$ cat src/rtl/ssd_pattern_encoder.sv
// rtl/ssd_pattern_encoder.sv - segment pattern sync, glitch filter, digit encode and mod-10 order check
module ssd_pattern_encoder #(
  parameter int STABLE_CYCLES = 4,
  parameter int ERR_W         = 8
) (
  input  logic             freq,
  input  logic             rst_n,
  input  logic [14:0]      D_ssd,
  input  logic             clr_err,
  output logic [3:0]       d,
  output logic             d_valid,
  output logic             new_digit,
  output logic             unknown,
  output logic             seq_err,
  output logic [ERR_W-1:0] err_cnt
);

  localparam logic [7:0]  STABLE = 8'(STABLE_CYCLES);
  localparam logic [14:0] PAT_E  = 15'b0111_0000_1111_111;

  typedef enum logic {IDLE, TRACK} state_t;

  logic [14:0]      s1_q, s2_q, s3_q, last_pat_q, acc_pat_q;
  logic [14:0]      last_pat_d, acc_pat_d;
  logic [7:0]       stab_cnt_q, stab_cnt_d;
  logic             have_last_q, have_last_d, acc_q, acc_d;
  state_t           state_q, state_d;
  logic [3:0]       prev_q, prev_d, d_q, d_d;
  logic             d_valid_q, d_valid_d, new_digit_q, new_digit_d;
  logic             unknown_q, unknown_d, seq_err_q, seq_err_d;
  logic [ERR_W-1:0] err_cnt_q, err_cnt_d;
  logic [3:0]       dig, nxt;
  logic             is_digit, is_e, changed;

  always_comb begin
    dig      = 4'hF;
    is_digit = 1'b1;
    is_e     = 1'b0;
    case (acc_pat_q)
      15'b0000_0011_1111_111: dig = 4'd0;
      15'b1111_1111_1011_011: dig = 4'd1;
      15'b0010_0100_1111_111: dig = 4'd2;
      15'b0000_1100_1111_111: dig = 4'd3;
      15'b1001_1000_1111_111: dig = 4'd4;
      15'b0100_1000_1111_111: dig = 4'd5;
      15'b0100_0000_1111_111: dig = 4'd6;
      15'b0001_1111_1111_111: dig = 4'd7;
      15'b0000_0000_1111_111: dig = 4'd8;
      15'b0000_1000_1111_111: dig = 4'd9;
      PAT_E: begin
        dig      = 4'hE;
        is_digit = 1'b0;
        is_e     = 1'b1;
      end
      default: is_digit = 1'b0;
    endcase
  end

  always_comb begin
    changed    = (s2_q != s3_q);
    stab_cnt_d = stab_cnt_q;
    if (changed)                  stab_cnt_d = 8'd1;
    else if (stab_cnt_q < STABLE) stab_cnt_d = stab_cnt_q + 8'd1;

    // A change always restarts the count, so with STABLE_CYCLES=1 it is itself a transition.
    acc_d = (stab_cnt_d == STABLE) && (changed || stab_cnt_q != STABLE) &&
            (!have_last_q || s2_q != last_pat_q);
    acc_pat_d   = acc_d ? s2_q : acc_pat_q;
    last_pat_d  = acc_d ? s2_q : last_pat_q;
    have_last_d = have_last_q | acc_d;

    nxt         = (prev_q == 4'd9) ? 4'd0 : prev_q + 4'd1;
    new_digit_d = acc_q;
    unknown_d   = acc_q && !is_digit && !is_e;
    seq_err_d   = acc_q && is_digit && (state_q == TRACK) && (dig != nxt);
    d_d         = acc_q ? dig : d_q;
    d_valid_d   = acc_q ? is_digit : d_valid_q;

    state_d = state_q;
    prev_d  = prev_q;
    if (acc_q) begin
      if (is_digit) begin
        state_d = TRACK;
        prev_d  = dig;
      end else begin
        state_d = IDLE;
      end
    end

    err_cnt_d = err_cnt_q;
    if (clr_err)                       err_cnt_d = '0;
    else if (seq_err_d && ~&err_cnt_q) err_cnt_d = err_cnt_q + ERR_W'(1);
  end

  always_ff @(posedge freq or negedge rst_n) begin
    if (!rst_n) begin
      s1_q        <= 15'h7FFF;
      s2_q        <= 15'h7FFF;
      s3_q        <= 15'h7FFF;
      stab_cnt_q  <= 8'd0;
      last_pat_q  <= 15'h7FFF;
      have_last_q <= 1'b0;
      acc_q       <= 1'b0;
      acc_pat_q   <= 15'h7FFF;
      state_q     <= IDLE;
      prev_q      <= 4'd0;
      d_q         <= 4'hF;
      d_valid_q   <= 1'b0;
      new_digit_q <= 1'b0;
      unknown_q   <= 1'b0;
      seq_err_q   <= 1'b0;
      err_cnt_q   <= '0;
    end else begin
      s1_q        <= D_ssd;
      s2_q        <= s1_q;
      s3_q        <= s2_q;
      stab_cnt_q  <= stab_cnt_d;
      last_pat_q  <= last_pat_d;
      have_last_q <= have_last_d;
      acc_q       <= acc_d;
      acc_pat_q   <= acc_pat_d;
      state_q     <= state_d;
      prev_q      <= prev_d;
      d_q         <= d_d;
      d_valid_q   <= d_valid_d;
      new_digit_q <= new_digit_d;
      unknown_q   <= unknown_d;
      seq_err_q   <= seq_err_d;
      err_cnt_q   <= err_cnt_d;
    end
  end

  assign d         = d_q;
  assign d_valid   = d_valid_q;
  assign new_digit = new_digit_q;
  assign unknown   = unknown_q;
  assign seq_err   = seq_err_q;
  assign err_cnt   = err_cnt_q;

endmodule

$ cat config.mk
export PLATFORM = sky130hd
export DESIGN_NAME = ssd_pattern_encoder
export DESIGN_NICKNAME = d
export VERILOG_FILES = /design/src/rtl/ssd_pattern_encoder.sv
export SDC_FILE = /design/constraint.sdc
export NUM_CORES = 1
export LEC_CHECK = 0
export ABC_AREA = 1
export BUFFER_PORTS_ARGS = -buffer_cell sky130_fd_sc_hd__buf_2
export CORE_UTILIZATION = 62
export CTS_BUF_LIST = sky130_fd_sc_hd__clkbuf_8
export CTS_CLUSTER_DIAMETER = 150
export DETAILED_ROUTE_END_ITERATION = 10
export PLACE_DENSITY = 0.91
export SLEW_MARGIN = 20
export SYNTH_ARGS = -nofsm -noshare
export SYNTH_HDL_FRONTEND = slang
export SYNTH_SLANG_ARGS = --single-unit
$ cat constraint.sdc
create_clock -name freq -period 2.6 [get_ports freq]
set_input_delay 0.78 -clock freq [delete_from_list [all_inputs] [get_ports freq]]
set_output_delay 0.78 -clock freq [all_outputs]
set_load 0.02 [all_outputs]
==> results.rst, run 1 <==
.. list-table::
   :header-rows: 1

   * - Metric
     - Value
   * - Total track usage
     - between 20% and 30%
   * - Wire length of the first global-routing pass
     - between 10000 and 15000 µm
   * - Leakage power
     - 2.24 nW
   * - Die outline area
     - between 7000 and 8000 µm²
   * - Library cell used as clock root buffer
     - sky130_fd_sc_hd__clkbuf_8
   * - Slowest stage cell, crit path
     - sky130_fd_sc_hd__dfstp_2
   * - Arrival time of data at the critical path endpoint
     - between 2000 and 3000 ps
   * - Die Span X
     - approximately 84 µm
   * - Count of distinct cell types in the synthesized netlist
     - 34
   * - Num ports
     - 34
   * - Worst hold slack
     - ~360 ps
   * - Number of antenna violations at the first check in global routing
     - 0
   * - TritonCTS clock tree
     - yes
   * - Gate Count Post-Synth
     - approximately 470
   * - Remaining global-route overflow
     - 0
   * - Total Nets Final
     - around 530
   * - Yosys warning count
     - 0
   * - Net switching power figure
     - a little under 0.6 mW
   * - Number of cells in the design after placement
     - 578
   * - Pwr Density
     - around 530 nW/µm²
   * - Height of the chip
     - approximately 84 µm
   * - Highest ir drop seen on vdd
     - roughly 0.50 mV
   * - Share of the clock period used by the worst path after layout
     - 91.4%
   * - H-Tree Depth
     - 3
   * - Clock latency on the worst-skew pair
     - ~360 ps
   * - Synth top area cells
     - sky130_fd_sc_hd__dfstp_2 (40%), sky130_fd_sc_hd__dfrtp_1 (16%), sky130_fd_sc_hd__nand2_1 (9.5%)
   * - WP data required
     - approximately 2900 ps
   * - Worst-case clock buffer depth
     - 2
   * - Syn Area/Cell
     - around 8.9 µm²
   * - Placed Area
     - 4470 µm²
   * - Kind of capture point of the worst setup path
     - flip-flop
   * - 1st-pass router iterations
     - 5
   * - Proportion of total power due to net switching
     - around a quarter
   * - Iteration-0 DRC count of the detailed router
     - around 280
   * - Largest fanout on the critical path
     - 9
   * - Number of hold buffers added after cts
     - 0
   * - Post-synthesis sequential area ratio
     - a little under three fifths
   * - Cell Area, Synth
     - around 4200 µm²
   * - Net Count, Synth
     - a little under 500
   * - Portion of synthesized cell area occupied by the leading cell type
     - approximately two fifths
   * - Met3 usage
     - a little over 6%
   * - Register bit total from synthesis
     - 90
   * - Cell-internal power
     - between 1.5 and 2 mW
   * - Via-to-Cell Ratio
     - between 5 and 6
   * - Final wirelength
     - 8620 µm
   * - Placeable core region
     - around 6500 µm²
   * - Remaining routing DRC violations
     - 0
   * - Clock transition time at the flip-flop clock pins of the worst setup and hold paths
     - about 90 ps
   * - Kind of critical path
     - reg -> reg
   * - CTS buffer count
     - 9
   * - Clock period minus worst slack
     - 2380 ps
   * - Number of resized instances in the post-cts repair step
     - 0
   * - Via count of the first global-routing pass
     - roughly 3200
   * - Largest net degree at the start of global routing
     - between 50 and 60
   * - Max Fclk
     - roughly 420 MHz
   * - Worst slew pin tran
     - 444 ps
   * - Layout cells sized above 1
     - ~28%
   * - Max_slew headroom
     - between 70% and 80%
   * - Pre-CTS setup slack
     - roughly 340 ps
   * - Clock sinks
     - 90
   * - RD Place Congestion
     - approximately 0.9
   * - Initial core utilization
     - ~65%
   * - Total Power Consumption
     - ~2.5 mW
   * - Launch point of the worst reg-to-reg path
     - acc_pat_q[11]
   * - Critical Path Max Stage Delay
     - about 630 ps
   * - Final max-slew violation count
     - 0
   * - Dominant cell type by count on the critical path
     - sky130_fd_sc_hd__nand2_1
   * - Power share of the combinational group
     - between 4 and 5%
   * - Final antenna diode count
     - 0
   * - Count of buffers inserted at the top-level ports
     - 33
   * - Met2 Use GR
     - 43.8%
   * - Antenna-violating nets left
     - 0
   * - Startpoint of the most critical hold path
     - s1_q[5]
   * - # Max-Cap Violations
     - 0
   * - Final setup violation count
     - 0
   * - Layout Utilization
     - between 70 and 80%
   * - Average routed wire per standard cell
     - approximately 15 µm
   * - Number of standard cells in the layout, taps in and fillers out
     - between 500 and 600
   * - Run status
     - completed
   * - Clock Skew
     - 12.9 ps
   * - Share of power burned in registers
     - between 60% and 70%
   * - Beginning of the critical path
     - acc_pat_q[11]
   * - Final instance area
     - roughly 4600 µm²
   * - Sum of net half-perimeters after detailed placement
     - a little over 6000 µm
   * - Peak-usage layer in the global routing report
     - met2
   * - Class of the tightest hold or removal check
     - reg -> reg
   * - Post CTS Setup Buffer Count
     - 0
   * - Area growth syn-to-layout
     - 10.6%
   * - GR Util met1
     - 34.4%
   * - Final hold vios
     - 0
   * - Ordered list of cells on the worst path
     - nand2_1 > inv_1 > nand2_1 > nor2_1 > nand2_4 > nand2_2 > nor2_1 > nand2_2 > nand3_1 > nand2_1 > nand2_1 > nor2_2 > nand2_2 > nand3_4 > nand2_4 > nand2_1 > nand2_1
   * - Vias after detailed routing
     - ~3300
   * - Launching element type of the critical path
     - flip-flop
   * - Sum of negative setup slack
     - 0 ps
   * - Post-route setup slack
     - between 200 and 250 ps
   * - Number of core rows
     - 29
   * - Cell taking the most area after synthesis
     - sky130_fd_sc_hd__dfstp_2
   * - RSZ-0062 raised after global routing
     - no
   * - Power share of the clock group
     - between 30% and 40%
==> worst paths after layout <==
kind / slack, ps / endpoint / cells past startpoint
min in group asynchronous: 370 / stab_cnt_q[1] / 1
setup / recovery: 220 / err_cnt[2] / 17
hold / removal: 360 / s2_q[5] / 0
max in group asynchronous: 1560 / acc_pat_q[10] / 2
hold reg to reg: 360 / s2_q[5] / 0
setup reg to reg: 220 / err_cnt[2] / 17
==> flip-flops by register name, summed over array words and instances (netlist names), 4 cells and up <==
| name | count |
|---|---|
| acc_pat_q | 15 |
| s1_q | 15 |
| s2_q | 15 |
| s3_q | 15 |
| err_cnt | 8 |
| stab_cnt_q | 8 |
| d | 4 |
| prev_q | 4 |
==> power groups by stage <==
stage                     Combinational, mW  Clock (mW)  Sequential, mW
after detailed placement              0.117           0            1.53
after CTS                             0.120       0.862            1.51
after global placement                0.112           0            1.52
after global routing                  0.132       0.909            1.51
after floorplan                      0.0498           0            1.53
final                                 0.117       0.840            1.51
==> placed cells by master, fill, tap and decap left out, types with 2 or more instances in the layout <==
cell type and instances:
sky130_fd_sc_hd__a21oi_1 8, sky130_fd_sc_hd__nand4_1 6, sky130_fd_sc_hd__clkinv_1 2, sky130_fd_sc_hd__clkbuf_8 10
sky130_fd_sc_hd__nand2_4 3, sky130_fd_sc_hd__nand3_1 26, sky130_fd_sc_hd__nor2_2 6, sky130_fd_sc_hd__nand3_2 2
sky130_fd_sc_hd__ha_1 3, sky130_fd_sc_hd__clkinv_4 2, sky130_fd_sc_hd__nand2_1 106, sky130_fd_sc_hd__nor3_1 7
sky130_fd_sc_hd__nor2_1 60, sky130_fd_sc_hd__nand2_2 14, sky130_fd_sc_hd__o22ai_1 7, sky130_fd_sc_hd__buf_4 2
sky130_fd_sc_hd__clkinv_2 2, sky130_fd_sc_hd__xor2_1 12, sky130_fd_sc_hd__nand3b_1 2, sky130_fd_sc_hd__inv_2 5
sky130_fd_sc_hd__xnor2_1 12, sky130_fd_sc_hd__o2111ai_1 2, sky130_fd_sc_hd__dfstp_2 64, sky130_fd_sc_hd__inv_1 55
sky130_fd_sc_hd__dfrtp_1 26, sky130_fd_sc_hd__o21ai_0 27, sky130_fd_sc_hd__buf_2 32, sky130_fd_sc_hd__nor4_1 4
==> worst max-delay path, delay by kind of cell, from the launching register on <==
| family | cells | cell delay [ps] |
|---|---|---|
| buffers and inverters | 1 | 80 |
| flip-flops | 1 | 630 |
| AND/OR/NAND/NOR | 16 | 1540 |
==> synthesized netlist by cell type (all sizes together) <==
library cell and number:
inv 58, nand4 6, dfstp 64, ha 3
nand3 29, a21oi 9, nand3b 2, o22ai 7
a2111oi 1, and3 1, nand2 123, o21ai 27
nor4 4, clkbuf 3, nor3b 1, xnor2 12
nor3 7, buf 2, or2 1, clkinv 2
o2111ai 2, nor2 67, and2 1, xor2 12
dfrtp 26, a21boi 1
==> kinds of logic after synthesis <==
logic type               count (synthesis)  share of synthesized area (%)
AO/OA/AOI/OAI                           47                           6.23
flip-flops                              90                           55.6
AND/OR/NAND/NOR                        242                           26.4
adder cells (fa/ha/maj)                  3                          0.895
buffers and inverters                   65                           5.87
XOR/XNOR                                24                           5.01
==> area by class of cell <==
type | count | area [µm²]
fill | 452 | 1820
multi-input combinational | 316 | 1620
inverter | 60 | 225
timing repair buffer | 35 | 195
clock inverter | 6 | 35.0
tap | 77 | 96.3
clock buffer | 10 | 138
sequential | 90 | 2330
==> routing by layer <==
metal | share of wire (%) | vias up
met1 | 42 | 1548
met3 | 5.1 | 25
li1 | - | 1570
met2 | 50 | 116
met5 | 0 | -
met4 | 2.5 | 0
Note: power is estimated with default switching activity, not from simulation.
==> run 2, diff against run 1 <==
--- a/config.mk
+++ b/config.mk
@@ -5,7 +5,6 @@
 export SDC_FILE = /design/constraint.sdc
 export NUM_CORES = 1
 export LEC_CHECK = 0
-export ABC_AREA = 1
 export BUFFER_PORTS_ARGS = -buffer_cell sky130_fd_sc_hd__buf_2
 export CORE_UTILIZATION = 62
 export CTS_BUF_LIST = sky130_fd_sc_hd__clkbuf_8
==> run 2 against run 1 <==
- the flow now finishes with violations (negative setup slack)
- via count decreased by 4.9%
- largest power group unchanged
- non-clock buffer count rose by 57
- largest cell class unchanged
- final cell count shrank 13%
- final area up 12%
==> results.rst, run 2 <==
.. list-table::
   :header-rows: 1

   * - Metric
     - Value
   * - Net Count, Synth
     - roughly 360
   * - Max_slew headroom
     - approximately 76%
   * - Leading cell types by count after synthesis
     - sky130_fd_sc_hd__dfstp_2 (64), sky130_fd_sc_hd__xnor2_1 (30), sky130_fd_sc_hd__dfrtp_1 (26), sky130_fd_sc_hd__nand2_1 (25), sky130_fd_sc_hd__nor2_1 (19)
   * - H-Tree Depth
     - 3
   * - Number of antenna violations at the first check in global routing
     - 0
   * - Initial core utilization
     - roughly two thirds
   * - Slack of the worst reg-to-reg path
     - -150 ps
   * - Antenna-violating nets left
     - 0
   * - # Max-Cap Violations
     - 0
   * - Layout Utilization
     - 81.5%
   * - Kind of critical path
     - reg -> reg
   * - Number of hold buffers added after cts
     - 0
   * - Clock sinks
     - 90
   * - Final antenna diode count
     - 0
   * - Die outline area
     - ~7000 µm²
   * - Height of the chip
     - 83.7 µm
   * - Cell Area, Synth
     - 4140 µm²
   * - Most repeated cell in the gate-level netlist after synthesis
     - sky130_fd_sc_hd__dfstp_2
   * - Max Fclk
     - about 360 MHz
   * - Clock Skew
     - ~14 ps
   * - Remaining global-route overflow
     - 0
   * - Die Span X
     - around 84 µm
   * - WP data required
     - 2860 ps
   * - Worst-case clock buffer depth
     - 2
   * - RSZ-0062 raised after global routing
     - yes
   * - Syn Area/Cell
     - 12.1 µm²
   * - Via-to-Cell Ratio
     - 6.01
   * - Number of core rows
     - 29
   * - Final wirelength
     - just over 9000 µm
   * - Cell taking the most area after synthesis
     - sky130_fd_sc_hd__dfstp_2
   * - Worst hold slack
     - 292 ps
   * - Via count of the first global-routing pass
     - 3216
   * - Post-synthesis sequential area ratio
     - 56.4%
   * - Final hold vios
     - 0
   * - Critical Path Max Stage Delay
     - between 600 and 700 ps
   * - Ordered list of cells on the worst path
     - nand3_2 > or3_4 > o2111ai_1 > a21oi_2 > a2111oi_4 > buf_4 > a31oi_4 > nand4_1 > mux2_4
   * - Class of the tightest hold or removal check
     - in -> async
   * - Average routed wire per standard cell
     - ~18 µm
   * - TritonCTS clock tree
     - yes
   * - Largest fanout on the critical path
     - 5
   * - Share of the clock period used by the worst path after layout
     - 106%
   * - Final setup violation count
     - 8
   * - Commonest non-fill, non-tap cell in the layout
     - sky130_fd_sc_hd__dfstp_2
   * - 1st-pass router iterations
     - 4
   * - Clock latency on the worst-skew pair
     - roughly 360 ps
   * - Gate Count Post-Synth
     - 341
   * - Launching element type of the critical path
     - flip-flop
   * - Ys async rst share
     - 100%
   * - Synth top area cells
     - sky130_fd_sc_hd__dfstp_2 (41%), sky130_fd_sc_hd__dfrtp_1 (16%), sky130_fd_sc_hd__xnor2_1 (6.4%)
   * - Number of cells in the design after placement
     - between 400 and 500
   * - Count of buffers inserted at the top-level ports
     - 33
   * - Commonest cells after routing, fill and taps aside
     - sky130_fd_sc_hd__dfstp_2 (64), sky130_fd_sc_hd__buf_4 (57), sky130_fd_sc_hd__buf_2 (32)
   * - Highest ir drop seen on vdd
     - around 0.55 mV
   * - Failing checks
     - negative setup slack
   * - Most used DFF post-synth
     - sky130_fd_sc_hd__dfstp_2
   * - Remaining routing DRC violations
     - 0
   * - Kind of capture point of the worst setup path
     - flip-flop
   * - Number of standard cells in the layout, taps in and fillers out
     - roughly 520
   * - Vias after detailed routing
     - just over 3000
   * - CTS buffer count
     - 9
   * - Slowest stage cell, crit path
     - sky130_fd_sc_hd__dfstp_2
   * - Run status
     - complete, but fails checks
   * - Pwr Density
     - between 400 and 500 nW/µm²
   * - Iteration-0 DRC count of the detailed router
     - between 200 and 250
   * - Register bit total from synthesis
     - 90
   * - Total Nets Final
     - between 400 and 500
   * - Count of distinct cell types in the synthesized netlist
     - a little under 70
   * - Leakage power
     - between 2 and 2.5 nW
   * - Clock period minus worst slack
     - 2750 ps
   * - Total track usage
     - ~28%
   * - RD Place Congestion
     - 0.924
   * - Sum of net half-perimeters after detailed placement
     - between 5000 and 6000 µm
   * - Area growth syn-to-layout
     - 25.8%
   * - Worst slew pin tran
     - about 350 ps
   * - Wire length of the first global-routing pass
     - ~15000 µm
   * - Post-route setup slack
     - -147 ps
   * - Num ports
     - 34
   * - Final max-slew violation count
     - 0
   * - Count of flip-flops with a built-in enable after synthesis
     - 0
   * - Sum of negative setup slack
     - -704 ps
   * - Total Power Consumption
     - ~2.6 mW
   * - Yosys warning count
     - 0
   * - Library cell used as clock root buffer
     - sky130_fd_sc_hd__clkbuf_8
   * - Clock transition time at the flip-flop clock pins of the worst setup and hold paths
     - roughly 100 ps
   * - Layout cells sized above 1
     - between 50% and 60%
   * - Placeable core region
     - between 6000 and 7000 µm²
   * - Largest net degree at the start of global routing
     - 70
   * - Arrival time of data at the critical path endpoint
     - approximately 3000 ps
   * - Portion of synthesized cell area occupied by the leading cell type
     - around two fifths
==> run 2: what timing repair did <==
action                     4_1_cts  5_1_grt
pin swaps                       10       12
resized for setup               17       20
setup buffers                   14        8
setup endpoints to repair        5       22
==> run 2: worst paths after layout <==
kind / startpoint / end / cells after the start
max in group asynchronous: rst_n / acc_pat_q[12] / 2
hold / removal: rst_n / unknown / 1
setup / recovery: acc_pat_q[9] / err_cnt[4] / 9
hold reg to reg: s1_q[13] / s2_q[13] / 0
min in group freq: s1_q[13] / s2_q[13] / 0
setup reg to reg: acc_pat_q[9] / err_cnt[4] / 9
==> run 2: layer usage <==
metal	wire, µm	global-route usage (%)	vias to the layer above
met5	0	0	-
met1	3650	32.8	1536
met3	384	5.64	39
met4	443	16.6	0
li1	-	-	1407
met2	4820	47.7	118
==> run 2: where the power goes <==
part / total, mW / switching, mW / internal [mW] / leakage [nW]
Combinational: 0.0886 / 0.0519 / 0.0367 / 1.04
Sequential: 1.49 / 0.0277 / 1.47 / 1.03
Clock: 1.00 / 0.515 / 0.486 / 0.112
Total: 2.58 / 0.595 / 1.99 / 2.18
==> run 2: cell families after synthesis <==
group / Yosys count / share of synthesized area [%]
AOI/OAI and AO/OA: 51 / 10.1
xor gates and xnor gates: 36 / 7.62
adders and majority gates: 3 / 0.908
buffers and inverters: 16 / 2.09
DFF: 90 / 56.4
muxes: 17 / 4.57
and+or+nand+nor: 128 / 18.3
==> run 2: critical path: cells and delay by family, from the launching register on <==
kind | cells | cell delay [ps]
DFF | 1 | 610
AOI/OAI and AO/OA | 4 | 830
muxes | 1 | 300
and+or+nand+nor | 3 | 720
buffers and inverters | 1 | 190
==> run 2: stage by stage <==
stage	worst slack [ps]	area (µm²)
after CTS	0.634	5060
final	-147	5200
after global placement	5.76	4650
after detailed placement	-74.3	4650
after floorplan	0.554	4140
after global routing	-242	5200
==> run 2: area by class of cell <==
| cell class | count | area (µm²) |
|---|---|---|
| clock buffers | 10 | 138 |
| clock inverters | 6 | 73.8 |
| fillers | 342 | 1180 |
| inverters | 6 | 22.5 |
| multi-input cells | 235 | 1910 |
| flip-flops and latches | 90 | 2330 |
| well taps | 77 | 96.3 |
| repair buffers | 92 | 633 |
